<file path="src/rtl/dcache_refill_ctrl.sv">
// dcache_refill_ctrl: miss handler for the direct-mapped, 8-word-line data cache.
// On a miss it writes back a dirty victim (optional), burst-reads the new line,
// then strobes `refresh_o` for one cycle so the data/tag arrays take the fill.
//
// Ports:
//   clk, rst                  clock, synchronous active-high reset
//   miss_i, miss_addr_i       miss request (sampled in IDLE only) and its address
//   victim_dirty_i/_tag_i     victim line state, sampled with the miss
//   stall_o                   pipeline stall (combinational from miss_i in IDLE)
//   write_back_o              one-cycle victim line read; cacheline_old_i valid next cycle
//   refresh_o, refill_tag_o,  one-cycle fill strobe with the new tag and line
//   cacheline_new_o
//   rd_*                      read burst: req/addr held until addr_ok, beats on rd_valid_i
//   wr_*                      write burst: req/addr held until addr_ok, beats on valid&ready,
//                             wr_done_i closes the burst
module dcache_refill_ctrl #(
  parameter int LINE_W = 256,
  parameter int TAG_W  = 20
) (
  input  logic              clk,
  input  logic              rst,
  input  logic              miss_i,
  input  logic [31:0]       miss_addr_i,
  input  logic              victim_dirty_i,
  input  logic [TAG_W-1:0]  victim_tag_i,
  output logic              stall_o,
  output logic              write_back_o,
  input  logic [LINE_W-1:0] cacheline_old_i,
  output logic              refresh_o,
  output logic [TAG_W-1:0]  refill_tag_o,
  output logic [LINE_W-1:0] cacheline_new_o,
  output logic              rd_req_o,
  output logic [31:0]       rd_addr_o,
  input  logic              rd_addr_ok_i,
  input  logic              rd_valid_i,
  input  logic [31:0]       rd_data_i,
  input  logic              rd_last_i,
  output logic              wr_req_o,
  output logic [31:0]       wr_addr_o,
  input  logic              wr_addr_ok_i,
  output logic [31:0]       wr_data_o,
  output logic              wr_valid_o,
  input  logic              wr_ready_i,
  output logic              wr_last_o,
  input  logic              wr_done_i
);

  localparam int WORDS = LINE_W / 32;
  localparam int CNT_W = $clog2(WORDS);
  localparam int OFF_W = $clog2(LINE_W / 8);
  localparam int IDX_W = 32 - TAG_W - OFF_W;
  localparam logic [CNT_W-1:0] LAST    = CNT_W'(WORDS - 1);
  localparam logic [31:0]      OFF_MSK = 32'(LINE_W / 8 - 1);

  typedef enum logic [3:0] {
    IDLE, WB_RD, WB_LAT, WB_ADDR, WB_DATA, WB_RESP, RD_ADDR, RD_DATA, REFILL, DONE
  } state_t;

  state_t                 state_q, state_d;
  logic [31:0]            addr_q;
  logic [TAG_W-1:0]       vtag_q;
  logic [CNT_W-1:0]       cnt_q;
  logic [WORDS-1:0][31:0] vbuf_q;  // victim line captured in WB_LAT
  logic [WORDS-1:0][31:0] fbuf_q;  // fill line; words not written keep old contents

  // State register
  always_ff @(posedge clk) begin
    if (rst) state_q <= IDLE;
    else     state_q <= state_d;
  end

  // Next state. The dirty decision is taken in the miss cycle itself, so the
  // victim_dirty value never needs to outlive that cycle.
  always_comb begin
    state_d = state_q;
    unique case (state_q)
      IDLE:    if (miss_i) state_d = victim_dirty_i ? WB_RD : RD_ADDR;
      WB_RD:   state_d = WB_LAT;
      WB_LAT:  state_d = WB_ADDR;
      WB_ADDR: if (wr_addr_ok_i) state_d = WB_DATA;
      WB_DATA: if (wr_ready_i && cnt_q == LAST) state_d = WB_RESP;
      WB_RESP: if (wr_done_i) state_d = RD_ADDR;
      RD_ADDR: if (rd_addr_ok_i) state_d = RD_DATA;
      RD_DATA: if (rd_valid_i && rd_last_i) state_d = REFILL;  // early last still refills
      REFILL:  state_d = DONE;
      DONE:    state_d = IDLE;  // a miss here is ignored; pipeline replays and hits
      default: state_d = IDLE;
    endcase
  end

  // Outputs decoded from state (stall additionally from miss_i in IDLE)
  always_comb begin
    stall_o      = 1'b1;
    write_back_o = 1'b0;
    refresh_o    = 1'b0;
    rd_req_o     = 1'b0;
    wr_req_o     = 1'b0;
    wr_valid_o   = 1'b0;
    wr_last_o    = 1'b0;
    unique case (state_q)
      IDLE:    stall_o = miss_i;
      WB_RD:   write_back_o = 1'b1;
      WB_ADDR: wr_req_o = 1'b1;
      WB_DATA: begin
        wr_valid_o = 1'b1;
        wr_last_o  = (cnt_q == LAST);
      end
      RD_ADDR: rd_req_o = 1'b1;
      REFILL:  refresh_o = 1'b1;
      DONE:    stall_o = 1'b0;
      default: ;
    endcase
  end

  // Datapath: latched miss, beat counter, victim and fill buffers
  always_ff @(posedge clk) begin
    if (rst) begin
      addr_q <= '0;
      vtag_q <= '0;
      cnt_q  <= '0;
      vbuf_q <= '0;
      fbuf_q <= '0;
    end else begin
      unique case (state_q)
        IDLE: if (miss_i) begin
          addr_q <= miss_addr_i;
          vtag_q <= victim_tag_i;
        end
        WB_LAT:  vbuf_q <= cacheline_old_i;
        WB_ADDR: if (wr_addr_ok_i) cnt_q <= '0;
        WB_DATA: if (wr_ready_i) cnt_q <= cnt_q + 1'b1;
        RD_ADDR: if (rd_addr_ok_i) cnt_q <= '0;
        RD_DATA: if (rd_valid_i) begin
          fbuf_q[cnt_q] <= rd_data_i;
          cnt_q         <= cnt_q + 1'b1;  // wraps after the 8th beat
        end
        default: ;
      endcase
    end
  end

  // wr_data only moves when cnt_q does, i.e. after a handshake
  assign wr_data_o       = vbuf_q[cnt_q];
  assign rd_addr_o       = addr_q & ~OFF_MSK;
  assign wr_addr_o       = {vtag_q, addr_q[OFF_W +: IDX_W], {OFF_W{1'b0}}};
  assign refill_tag_o    = addr_q[31 -: TAG_W];
  assign cacheline_new_o = fbuf_q;

endmodule

</file>
<file path="config.mk">
export PLATFORM = sky130hd
export DESIGN_NAME = dcache_refill_ctrl
export DESIGN_NICKNAME = d
export VERILOG_FILES = /design/src/rtl/dcache_refill_ctrl.sv
export SDC_FILE = /design/constraint.sdc
export NUM_CORES = 1
export LEC_CHECK = 0
export CAP_MARGIN = 15
export CORE_AREA = 2 2 284 286
export CTS_BUF_LIST = sky130_fd_sc_hd__clkbuf_2 sky130_fd_sc_hd__clkbuf_4 sky130_fd_sc_hd__clkbuf_8
export CTS_CLUSTER_DIAMETER = 60
export DETAILED_ROUTE_END_ITERATION = 12
export DIE_AREA = 0 0 286 288
export MAX_ROUTING_LAYER = met4
export PLACE_DENSITY = 0.55
export SETUP_SLACK_MARGIN = 0.2
export SYNTH_ARGS = -nofsm -noshare
export SYNTH_HDL_FRONTEND = slang
export SYNTH_SLANG_ARGS = --single-unit
</file>
<file path="constraint.sdc">
create_clock -name clk -period 2 [get_ports clk]
set_input_delay 0.3 -clock clk [delete_from_list [all_inputs] [get_ports clk]]
set_output_delay 0.3 -clock clk [all_outputs]
set_load 0.05 [all_outputs]
</file>
==> results.md <==
* Status: complete, but fails checks
* Failing checks: setup timing
* Slowest stage delay, CP at between 500 and 600 ps
* Largest net degree at the start of global routing at 112
* IO Count at about 730
* Most used routing layer: met2
* Synth cell types at 54
* Tot GR Track Use at approximately 23%
* Pint at 23700 uW
* Unrepaired setup endpoints after global routing: true
* Root buffer cell: clkbuf_8
* Area of the multi-input gates at 10700 um2
* CTS tree: built
* Post-layout util at 45.4%
* FF+latch count, synth at around 570
* Tmin final at between 2000 and 3000 ps
* Worst R2R Start: cnt_q[1]$_SDFFE_PP0P_
* Core Footprint at between 70000 and 80000 um2
* Largest fanout on the critical path at 6
* Max_slew headroom at 57.2%
* Met3 track demand over resource at around 5.6%
* Initial Util at between 20% and 30%
* Logic pwr share at between 30% and 40%
* Clock Pin Slew Worst Setup and Hold Paths at roughly 60 ps
* DR vias at approximately 22000
* Crit path capture type: primary output
* Min Hold Slack at 149 ps
* Cts bufs inserted at roughly 100
* GRT overflow at 0
* Nets@finish at between 3000 and 4000
* Buffers added on ports at 713
* Setup tns final at -23810 ps
* Avg Vias per Cell at approximately 4.7
* Vias in the first global route at approximately 21000
* Sequential fraction of the synthesis area at about half
* Total power at 36600 uW
* Iteration-0 DRC Markers at about 1500
* Htree depth at 3
* Post-Syn Area per Cell at between 7 and 8 um2
* CTS max path bufs at 3
* Crit path cell chain: buf_12 > mux4_2 > a221o_2 > buf_6
* Switching share of total power at approximately a third
* Final period util at 134%
* Worst r2r dst: cacheline_new_o[25]$_SDFFE_PP0P_
* Peak VDD IR at 0.589 mV
* Final worst slack at -672 ps
* M1 GR Usage at 28.3%
* Grt met2 use at 37.3%
* Clock latency on the worst-skew pair at around 690 ps
* Async S/R FF share, synth at 0%
* Die W at around 290 um
* Die area at roughly 82000 um2
* Syn Std Cell Area at 22200 um2
* Row cnt at 104
* Hold endpoint: vtag_q[11]$_SDFFE_PP0P_
* Hold Path Stages at 3
* Top_reg_cell synth: dfxtp_1
* Critical path class: flip-flop to primary output
* Synthesized instance count at roughly 2800
* Share of layout cells above drive strength 1 at 27.9%
* Final Hold Viols at 0
* Arr. time, crit path at approximately 2400 ps
* Initial antenna violation count at 10
* Final RePlAce weighted congestion at about 0.86
* Hold Path Origin: victim_tag_i[11]
* Register-to-register setup slack at -190 ps
* Clock Skew at around 44 ps
* Worst slack, placed at -123 ps
* Leakage at 0.0130 uW
* Post-detail-place hpwl at approximately 68 mm
* Slew at the pin closest to its max-slew limit at approximately 640 ps
* Area growth, synth to finish at 62.5%
* Clock network fraction of total power at 31.2%
* Reg2reg path depth at 11
* Post-synth EDFFs at 0
* Register area at approximately 11000 um2
* First-pass GRT wire length at between 100 and 150 mm
* DRT Pass-1 Iters at 7
* DIE HEIGHT at about 290 um
* Final ANT Viol Nets at 0
* P_sw at 12900 uW
* Fill cells at just under 8000
* Max Clock Freq at around 0.37 GHz
* CP max stage cell: mux4_2
* DRC viols at 0
* Flop pwr share at a little over a third
* CP Launch Type: flip-flop
* Final Max Slew Viols at 0
* P per Cell Area at between 1000 and 1500 nW/um2
* Post-DR wirelength/cell at 21.0 um
* Post-Route WL at roughly 100 mm
* Synth Warn # at 0
* Clock net sink count at ~570
* Final Setup Violations at a little over 70
* Max Cap Viol at 0
* Worst Path Required at 1700 ps
* Hold Path Class: primary input to flip-flop
==> what timing repair did <==
item / in CTS / in global routing
setup buffers: 55 / 35
pin swaps: 58 / 66
gates cloned: 9 / 13
hold endpoints to repair: 16 / 0
gates resized for setup: 1306 / 139
endpoints found under the setup margin: 477 / 301
hold buffers: 1 / 0
==> cell families after synthesis <==
family	after synthesis	synth area share (%)
simple gates	1206	21.3
compound gates	653	16.2
flops	566	50.9
buf+inv	297	6.53
mux	96	4.91
fa+ha+maj	2	0.112
other cells	1	0.0169
==> state kept, by name (all words and copies together) (netlist names) <==
register         flops
addr_q              27
cacheline_new_o    256
vtag_q              20
cnt_q                3
state_q              4
vbuf_q             256
==> routing by layer <==
layer | vias to the layer above | share of wire (%)
met5 | - | 0
met4 | 0 | 2.6
met3 | 146 | 7.4
met2 | 824 | 48
met1 | 10600 | 42
li1 | 10900 | -
==> cells in the final DEF, fill, tap and decap left out, types with 8 or more instances in the layout <==
cell type and instances:
a21oi_1 498, a21oi_2 40, a221oi_2 17, a22o_1 9, a22oi_1 9, a22oi_2 11, buf_12 87, buf_16 10
buf_2 95, buf_4 137, buf_6 64, buf_8 13, clkbuf_16 13, clkbuf_4 32, clkbuf_8 129, clkdlybuf4s15_2 184
clkdlybuf4s18_2 24, clkdlybuf4s50_1 343, clkinv_2 8, conb_1 10, dfxtp_1 559, diode_2 9, mux2_2 8, mux2i_1 63
mux4_2 9, nand2_1 1051, nand2_2 11, nand2_4 16, nor2_1 47
==> Yosys cell counts, types with 5 or more instances <==
library cell	n	share of area [%]
o21ai_0	8	0.18
a221oi_1	24	0.95
buf_4	49	1.7
nand2_1	1080	18
o211ai_1	6	0.20
nand3_1	10	0.23
nor2b_1	6	0.17
nand2b_1	10	0.28
mux2_2	15	0.76
and2_1	5	0.14
a22oi_1	20	0.68
buf_2	122	2.7
clkbuf_1	116	2.0
buf_1	7	0.12
a221o_1	8	0.36
a22o_1	9	0.35
nor2_1	56	0.95
nand4_1	6	0.17
o22ai_1	8	0.23
nor3_1	5	0.11
mux2i_1	72	3.2
o221ai_1	6	0.24
mux4_2	9	0.91
a21oi_1	539	12
and4_1	5	0.20
dfxtp_1	566	51
a211oi_1	8	0.27
==> area by class of cell <==
class | instances | share of cell area, %
Multi-Input combinational cell | 1967 | 29.7
Clock inverter | 15 | 0.357
Antenna cell | 9 | 0.0623
Clock buffer | 161 | 5.58
Tap cell | 1060 | 3.67
Sequential cell | 566 | 31.4
Inverter | 2 | 0.0381
Timing Repair Buffer | 972 | 29.2
==> power by group through the flow <==
stage	sequential, uW	combinational (uW)	clock [uW]
2_1_floorplan	13900	5870	0
5_1_grt	13500	12600	12200
4_1_cts	13400	10700	11700
3_5_place_dp	13500	10400	0
3_3_place_gp	13500	10300	0
6_report	13400	11800	11400
==> how the worst max path moves through the flow <==
stage	startpoint	cells after the start	end
finish	cnt_q[1]$_SDFFE_PP0P_	4	wr_data_o[4]
CTS	cnt_q[1]$_SDFFE_PP0P_	4	wr_data_o[4]
detailed placement	cnt_q[0]$_SDFFE_PP0P_	5	wr_data_o[7]
global route	cnt_q[1]$_SDFFE_PP0P_	4	wr_data_o[4]
global placement	rd_valid_i	7	cacheline_new_o[17]$_SDFFE_PP0P_
floorplan	cnt_q[0]$_SDFFE_PP0P_	7	wr_data_o[0]
==> worst max-delay path, delay by kind of cell, from the launching register on <==
kind | cells | cell delay [ps]
mux | 1 | 560
flops | 1 | 440
compound gates | 1 | 370
buf+inv | 2 | 320
==> stage by stage <==
step / cell area (um2) / instances
after floorplan: 22800 / 2830
after global placement: 31600 / 4454
after detailed placement: 31600 / 4454
after CTS: 35000 / 4695
after global routing: 36100 / 4751
final: 36100 / 4752
Note: power is estimated with default switching activity, not from simulation.
